==> config.mk <==
export PLATFORM = sky130hd
export DESIGN_NAME = gpr_file
export DESIGN_NICKNAME = d
export VERILOG_FILES = /design/src/rtl/gpr_file_pkg.sv /design/src/rtl/gpr_file_hilo_reg.sv /design/src/rtl/gpr_file.sv
export SDC_FILE = /design/constraint.sdc
export NUM_CORES = 2
export LEC_CHECK = 0
export CAP_MARGIN = 20
export CORE_UTILIZATION = 50
export CTS_BUF_LIST = sky130_fd_sc_hd__clkbuf_4 sky130_fd_sc_hd__clkbuf_8
export DETAILED_ROUTE_END_ITERATION = 10
export GPL_TIMING_DRIVEN = 0
export PLACE_DENSITY = 0.78
export RECOVER_POWER = 25
export SLEW_MARGIN = 10
export SYNTH_ARGS = -nofsm -noshare
export SYNTH_HDL_FRONTEND = slang
export SYNTH_HIERARCHICAL = 1
export SYNTH_SLANG_ARGS = --single-unit
==> constraint.sdc <==
create_clock -name CLK -period 4.5 [get_ports CLK]
set_input_delay 0.45 -clock CLK [delete_from_list [all_inputs] [get_ports CLK]]
set_output_delay 0.45 -clock CLK [all_outputs]
set_load 0.02 [all_outputs]
==> src/rtl/gpr_file_pkg.sv <==
`default_nettype none
// +----------------------------------------------------------------------+
// | Module      : gpr_file_pkg                                           |
// | Description : Shared register-file widths and encodings.             |
// | Revision    : 1.0 - initial release                                  |
// +----------------------------------------------------------------------+
package gpr_file_pkg;
  localparam int                       REG_ADDR_BUS  = 5;
  localparam int                       REG_DATA_BUS  = 32;
  localparam int                       REG_NUM       = 32;
  localparam logic [REG_DATA_BUS-1:0]  ZERO_WORD     = '0;
  localparam logic [REG_ADDR_BUS-1:0]  REG_ZERO_ADDR = '0;
  localparam logic                     RST_EN        = 1'b1;
  localparam logic                     WE            = 1'b1;
endpackage
`default_nettype wire

==> src/rtl/gpr_file_hilo_reg.sv <==
`default_nettype none
// +----------------------------------------------------------------------+
// | Module      : hilo_reg                                               |
// | Description : HI/LO multiply-divide result pair with write bypass.   |
// | Revision    : 1.0 - initial release                                  |
// +----------------------------------------------------------------------+
module hilo_reg
  import gpr_file_pkg::*;
#(
  parameter int DATA_W = REG_DATA_BUS
) (
  input  logic              CLK,
  input  logic              RST,
  input  logic              HILO_WE,
  input  logic [DATA_W-1:0] HI_WDATA,
  input  logic [DATA_W-1:0] LO_WDATA,
  output logic [DATA_W-1:0] HI_RDATA,
  output logic [DATA_W-1:0] LO_RDATA
);

  logic [DATA_W-1:0] r_hi;
  logic [DATA_W-1:0] r_lo;

  // HI and LO always update together; reset wins over a concurrent write.
  always_ff @(posedge CLK) begin
    if (RST == RST_EN) begin
      r_hi <= DATA_W'(ZERO_WORD);
      r_lo <= DATA_W'(ZERO_WORD);
    end else if (HILO_WE == WE) begin
      r_hi <= HI_WDATA;
      r_lo <= LO_WDATA;
    end
  end

  // Readout forwards the in-flight write so consumers see it this cycle.
  always_comb begin
    HI_RDATA = r_hi;
    LO_RDATA = r_lo;
    if (RST == RST_EN) begin
      HI_RDATA = DATA_W'(ZERO_WORD);
      LO_RDATA = DATA_W'(ZERO_WORD);
    end else if (HILO_WE == WE) begin
      HI_RDATA = HI_WDATA;
      LO_RDATA = LO_WDATA;
    end
  end

endmodule
`default_nettype wire

==> src/rtl/gpr_file.sv <==
`default_nettype none
// +----------------------------------------------------------------------+
// | Module      : gpr_file                                               |
// | Description : 2-read / 1-write general-purpose register file with    |
// |               write-first bypass, hard-wired r0 and HI/LO pair.      |
// | Revision    : 1.0 - initial release                                  |
// +----------------------------------------------------------------------+
module gpr_file
  import gpr_file_pkg::*;
#(
  parameter int REG_NUM = gpr_file_pkg::REG_NUM,
  parameter int DATA_W  = gpr_file_pkg::REG_DATA_BUS
) (
  input  logic                    CLK,
  input  logic                    RST,
  input  logic                    WB_GPR_WE,
  input  logic [REG_ADDR_BUS-1:0] WB_GPR_WADDR,
  input  logic [DATA_W-1:0]       WB_GPR_WDATA,
  input  logic                    ID_RS_RE,
  input  logic [REG_ADDR_BUS-1:0] ID_RS_RADDR,
  output logic [DATA_W-1:0]       ID_RS_RDATA,
  input  logic                    ID_RT_RE,
  input  logic [REG_ADDR_BUS-1:0] ID_RT_RADDR,
  output logic [DATA_W-1:0]       ID_RT_RDATA,
  input  logic                    WB_HILO_WE,
  input  logic [DATA_W-1:0]       WB_HI_WDATA,
  input  logic [DATA_W-1:0]       WB_LO_WDATA,
  output logic [DATA_W-1:0]       HI_RDATA,
  output logic [DATA_W-1:0]       LO_RDATA
);

  // Flip-flop array so that reset can clear every entry in one cycle.
  logic [DATA_W-1:0] r_regs [REG_NUM];

  logic w_rst;
  logic w_gpr_wr;

  assign w_rst    = (RST == RST_EN);
  assign w_gpr_wr = (WB_GPR_WE == WE);

  // Register writes; r0 is never written so it stays at its reset value.
  always_ff @(posedge CLK) begin
    if (w_rst) begin
      for (int i = 0; i < REG_NUM; i++) begin
        r_regs[i] <= DATA_W'(ZERO_WORD);
      end
    end else if (w_gpr_wr && (WB_GPR_WADDR != REG_ZERO_ADDR)) begin
      r_regs[WB_GPR_WADDR] <= WB_GPR_WDATA;
    end
  end

  // RS read: reset, disabled port and r0 force zero, then write-first bypass.
  always_comb begin
    ID_RS_RDATA = r_regs[ID_RS_RADDR];
    if (w_rst || (ID_RS_RE != WE) || (ID_RS_RADDR == REG_ZERO_ADDR)) begin
      ID_RS_RDATA = DATA_W'(ZERO_WORD);
    end else if (w_gpr_wr && (WB_GPR_WADDR == ID_RS_RADDR)) begin
      ID_RS_RDATA = WB_GPR_WDATA;
    end
  end

  // RT read: same priority as RS.
  always_comb begin
    ID_RT_RDATA = r_regs[ID_RT_RADDR];
    if (w_rst || (ID_RT_RE != WE) || (ID_RT_RADDR == REG_ZERO_ADDR)) begin
      ID_RT_RDATA = DATA_W'(ZERO_WORD);
    end else if (w_gpr_wr && (WB_GPR_WADDR == ID_RT_RADDR)) begin
      ID_RT_RDATA = WB_GPR_WDATA;
    end
  end

  hilo_reg #(
    .DATA_W (DATA_W)
  ) u_hilo_reg (
    .CLK      (CLK),
    .RST      (RST),
    .HILO_WE  (WB_HILO_WE),
    .HI_WDATA (WB_HI_WDATA),
    .LO_WDATA (WB_LO_WDATA),
    .HI_RDATA (HI_RDATA),
    .LO_RDATA (LO_RDATA)
  );

endmodule
`default_nettype wire

After elaboration in Yosys (flattened, before gate mapping)
Memories as Yosys holds them, arrays and structs flattened.
Cells that the tools add are included.
{"block": "op_classes", "n_eq_ne": 2, "muxes": 16, "n_bitwise": 2, "n_reduce_logical": 11}
{"operator": "$mux W32", "count": 9}
{"operator": "$reduce_or A32 Y1", "count": 1}
{"operator": "$eq A5 B5 Y1", "count": 2}
{"operator": "$logic_not A5 Y1", "count": 2}
{"operator": "$mux W1", "count": 6}
{"operator": "$mux W5", "count": 1}
{"operator": "$reduce_bool A5 Y1", "count": 1}
{"operator": "$logic_or A1 B1 Y1", "count": 4}
{"operator": "$logic_and A1 B1 Y1", "count": 3}
{"operator": "$not A1 Y1", "count": 2}
{"block": "word_totals", "reg_bits": 64, "mem_bits_rw": 1024, "in_bits": 117, "wordCells": 34, "memories": 1}
{"name": "r_regs", "depth": 32, "word_bits": 32, "read_ports": 2, "rd_ports_with_merged_regs": 0, "write_ports": 32, "line": "gpr_file.sv:33", "text": "logic [DATA_W-1:0] r_regs [REG_NUM];"}

Longest topological paths before layout
{"block": "logic_depth", "depth_word": 7, "depth_mapped": 10}

Modules after synthesis
Netlist, hierarchy kept.
{"mod": "gpr_file", "n_inst": 1, "cells_per_inst": 3798, "area_per_inst_um2": 54916.4, "seq_area_each_um2": 30749.5}
{"mod": "hilo_reg", "n_inst": 1, "cells_per_inst": 206, "area_per_inst_um2": 2290.9, "seq_area_each_um2": 1281.2}

Worst setup path after synthesis
OpenSTA, ideal clock, no wires.
{"block": "synth_timing", "path_kind": "input -> output", "from": "input ID_RT_RADDR[2]", "to": "output ID_RT_RDATA[30]", "arrival_ps": 2375, "path_slack_ps": 1675, "cell_stages": 9, "path_buffers": 4, "cell_sequence": "buf_2 > buf_2 > inv_1 > clkbuf_1 > clkbuf_1 > nand2_1 > nand3_1 > a21oi_1 > nor4_1"}
{"block": "synth_between", "elab_chain_len": 4}
{"element": "start: declaration", "line": "gpr_file.sv:23", "text": "input logic [REG_ADDR_BUS-1:0] ID_RT_RADDR,"}
{"element": "branches (longest 3 deep; another with $mem_v2 Z32 W32)"}
{"element": "$mux W32 *", "line": "gpr_file.sv:65", "text": "if (w_rst || (ID_RT_RE != WE) || (ID_RT_RADDR == REG_ZERO_ADDR)) begin"}
{"element": "end: declaration", "line": "gpr_file.sv:24", "text": "output logic [DATA_W-1:0] ID_RT_RDATA,"}
Every way passes the cells marked *.

Final worst setup path
{"block": "layout_timing", "from": "input ID_RS_RADDR[3]", "to": "output ID_RS_RDATA[20]"}
{"block": "layout_between", "elab_chain_len": 4}
{"element": "start: declaration", "line": "gpr_file.sv:20", "text": "input logic [REG_ADDR_BUS-1:0] ID_RS_RADDR,"}
{"element": "branches (longest 3 deep; another with $mem_v2 Z32 W32)"}
{"element": "$mux W32 *", "line": "gpr_file.sv:55", "text": "if (w_rst || (ID_RS_RE != WE) || (ID_RS_RADDR == REG_ZERO_ADDR)) begin"}
{"element": "end: declaration", "line": "gpr_file.sv:21", "text": "output logic [DATA_W-1:0] ID_RS_RDATA,"}
Marked as above.

==> impl_metrics.tcl <==
set metrics [dict create \
    layout.filler_cells 8782 \
    path_cells "buf_2, and2_1, clkbuf_1, buf_2, clkbuf_2, a22oi_1, a21oi_1, a22o_1, clkdlybuf4s50_1" \
    cp_common_cell "sky130_fd_sc_hd__buf_2" \
    stdcell_count 6092 \
    setup_slack_ns -0.202 \
    postCtsSetupBuffers 0 \
    synth_seq_area_share_pct 56.0 \
    post_drt_via_cell_ratio 6.73 \
    grt_max_degree 33 \
    library_cell_contributing_the_largest_single_delay_on_the_critical_path "sky130_fd_sc_hd__clkdlybuf4s50_1" \
    worstSetupEndpointType "primary output" \
    critPathRequiredTime_ns 4.05 \
    achievable-frequency_ghz 0.213 \
    cp_slowest_stage_delay_ns 0.66 \
    syn_inst 4004 \
    wl_per_cell_um 34.3 \
    layout.cell_area.non_filler_um2 65100 \
    status "complete, but fails checks" \
    placeableCoreArea_um2 113000 \
    first_pass_grt_wire_length_mm 287 \
    path_max_fanout 10 \
    syn_avg_cell_area_um2 14.3 \
    place_inst 5769 \
    leakage_nw 22.7 \
    ys_async_sr_fraction_pct 0 \
    cp-start-kind "input pin" \
    grt_setup_unrepaired "false" \
    die_x_um 340 \
    layout_commonest_cell "sky130_fd_sc_hd__edfxtp_1" \
    slew_violations 18 \
    number_of_enable_flip_flop_cells_after_synthesis 1024 \
    power-per-cell-area_nw_per_um2 367 \
    clk_path_buf_depth 3 \
    synth.ff_latch_count 1088 \
    synth.distinct_cells 52 \
    clk_transition_reported_paths_ns 0.06 \
    worst_skew_pair.late_latency_ns 0.86 \
    worst_hold_path_type "in -> reg" \
    grtUsageTotal_pct 35.4 \
    worst_clock_skew_ns 0 \
    dr.first_iter.drc_count 7191 \
    commonest_non_fill_non_tap_cells_in_the_layout "sky130_fd_sc_hd__edfxtp_1 (1024), sky130_fd_sc_hd__and2_1 (766), sky130_fd_sc_hd__mux4_2 (387)" \
    intPower_mw 17.3 \
    design.die.area_um2 116000 \
    vias 41000 \
    number_of_detailed_routing_iterations_run_before_antenna_repair 7 \
    power.switching_fraction_pct 27.5 \
    placedInstanceArea_um2 61600 \
    finalWirelength_mm 209 \
    power.ir.vdd_worst_mv 0.282 \
    max_slew_margin_pct -1.68 \
    place.port_buffers 230 \
    fp-row-count 123 \
    h_tree_levels 4 \
    tightest_slew_ns 1.53 \
    layout-drive-gt1-share_pct 18.9 \
    hpwlAfterDp_mm 149 \
    hold_violations 0 \
    power_frac_seq_pct 49.9 \
    timing.setup.critical_path_class "in -> out" \
    yosys_most_used_dff "sky130_fd_sc_hd__edfxtp_1" \
    period_minus_slack_ns 4.70 \
    switching_power_mw 6.56 \
    report.final.setup_viol 17 \
    cap_violations 1 \
    drc 0 \
    clockRootBuffer "sky130_fd_sc_hd__clkbuf_8" \
    cts_inserted_buffers 174 \
    post-route-period-util_pct 104 \
    boundaryPins 245 \
    yosysWarnings 6 \
    cts_tree "yes" \
    vias_in_the_first_global_route 39600 \
    antenna_found_initial 11 \
    grt_overflow_total 0 \
    cell_area_after_synthesis_um2 57200 \
    clkPwrFrac_pct 36.4 \
    violations "max-capacitance violations, max-slew violations, negative setup slack" \
    cts_sinks 1088 \
    comb_power_share_pct 13.7 \
    critical_path_arrival_ns 4.25 \
    gp_congestion 1.05 \
    ant_nets 0 \
    nets 4564 \
    start_util_pct 50.6 \
    dieHeight_um 340 \
    areaGrowthSynthToFinish_pct 13.9 \
    fin_hold_ws_ns 0.209 \
]
state kept, by name, summed over array words and instances (netlist names):
name / count
r_regs: 1024
u_hilo_reg/r_hi: 32
u_hilo_reg/r_lo: 32
cell usage after synthesis, drive strengths merged (36+ instances only):
| cell | count | area share, % |
|---|---|---|
| a21oi | 94 | 0.82 |
| a221oi | 63 | 0.96 |
| a22o | 62 | 0.95 |
| a22oi | 62 | 0.81 |
| and2 | 993 | 11 |
| buf | 114 | 1.3 |
| clkbuf | 318 | 2.1 |
| dfxtp | 64 | 2.2 |
| edfxtp | 1024 | 54 |
| mux2i | 316 | 5.5 |
| mux4 | 387 | 15 |
| nand2 | 74 | 0.49 |
| nor2 | 102 | 0.67 |
| nor2b | 36 | 0.39 |
power by group through the flow:
stage               Sequential [mW]  Clock, mW  Combinational (mW)
floorplan                      12.0          0                1.86
global placement               12.1          0                3.06
detailed placement             12.1          0                3.10
CTS                            11.9       8.55                3.12
global route                   12.0       8.99                3.32
finish                         11.9       8.69                3.28
repair_timing:
| item | 4_1_cts | 5_1_grt |
|---|---|---|
| gates resized for setup | 27 | 53 |
| endpoints found under the hold margin | 4 | 0 |
| hold buffers | 1 | 0 |
| setup endpoints to repair | 57 | 44 |
per-stage QoR:
step / utilization (%) / power [mW] / setup TNS [ns] / worst slack (ns)
after floorplan: - / 13.8 / 0 / 1.68
after global placement: 54.4 / 15.1 / -15.34 / -0.718
after detailed placement: 54.5 / 15.2 / -16.37 / -0.734
after CTS: 57.6 / 23.6 / 0 / 0.00173
after global routing: 57.7 / 24.3 / 0 / 0.00135
final: 57.7 / 23.9 / -1.02 / -0.202
path summary, 6_finish.rpt:
check / startpoint / end / slack (ns) / cells past startpoint
setup reg to reg: u_hilo_reg/r_lo[30] / u_hilo_reg/r_lo[30] / 3.83 / 2
setup / recovery: ID_RS_RADDR[3] / ID_RS_RDATA[20] / -0.20 / 9
hold reg to reg: u_hilo_reg/r_hi[0] / u_hilo_reg/r_hi[0] / 0.51 / 2
hold / removal: WB_LO_WDATA[4] / u_hilo_reg/r_lo[4] / 0.21 / 3
cell type report:
| type | instances | area (um2) | share of cell area [%] |
|---|---|---|---|
| flip-flops and latches | 1088 | 32000 | 49.2 |
| multi-input cells | 2513 | 23400 | 36.0 |
| clock buffers | 235 | 2880 | 4.42 |
| repair buffers | 237 | 2400 | 3.68 |
| plain buffers | 431 | 1990 | 3.05 |
| well taps | 1500 | 1880 | 2.88 |
| clock inverters | 78 | 514 | 0.789 |
| diodes | 8 | 20.0 | 0.0307 |
| inverters | 2 | 7.51 | 0.0115 |
critical path, delay by kind of cell:
family / cells / cell delay (ns)
AO/OA/AOI/OAI: 3 / 1.00
buffers and inverters: 5 / 2.47
AND/OR/NAND/NOR: 1 / 0.30
logic make-up (layout without fill, tap and decap cells):
family / Yosys count / count (layout) / share of synthesized area, %
compound gates: 505 / 505 / 6.63
xor+xnor: 10 / 10 / 0.153
buf+inv: 434 / 983 / 3.38
flops: 1088 / 1088 / 56.0
mux: 704 / 704 / 20.8
other cells: 1 / 40 / 0.00656
simple gates: 1262 / 1262 / 13.1
routing by layer:
layer / share of wire (%) / wire length (um) / global-route usage [%]
met3: 17 / 35800 / 15.5
met1: 34 / 70500 / 44.6
met5: 0.078 / 162 / 0.735
met2: 43 / 89500 / 51.4
met4: 6.1 / 12800 / 19.1
Power figures use the tool's default switching activity.
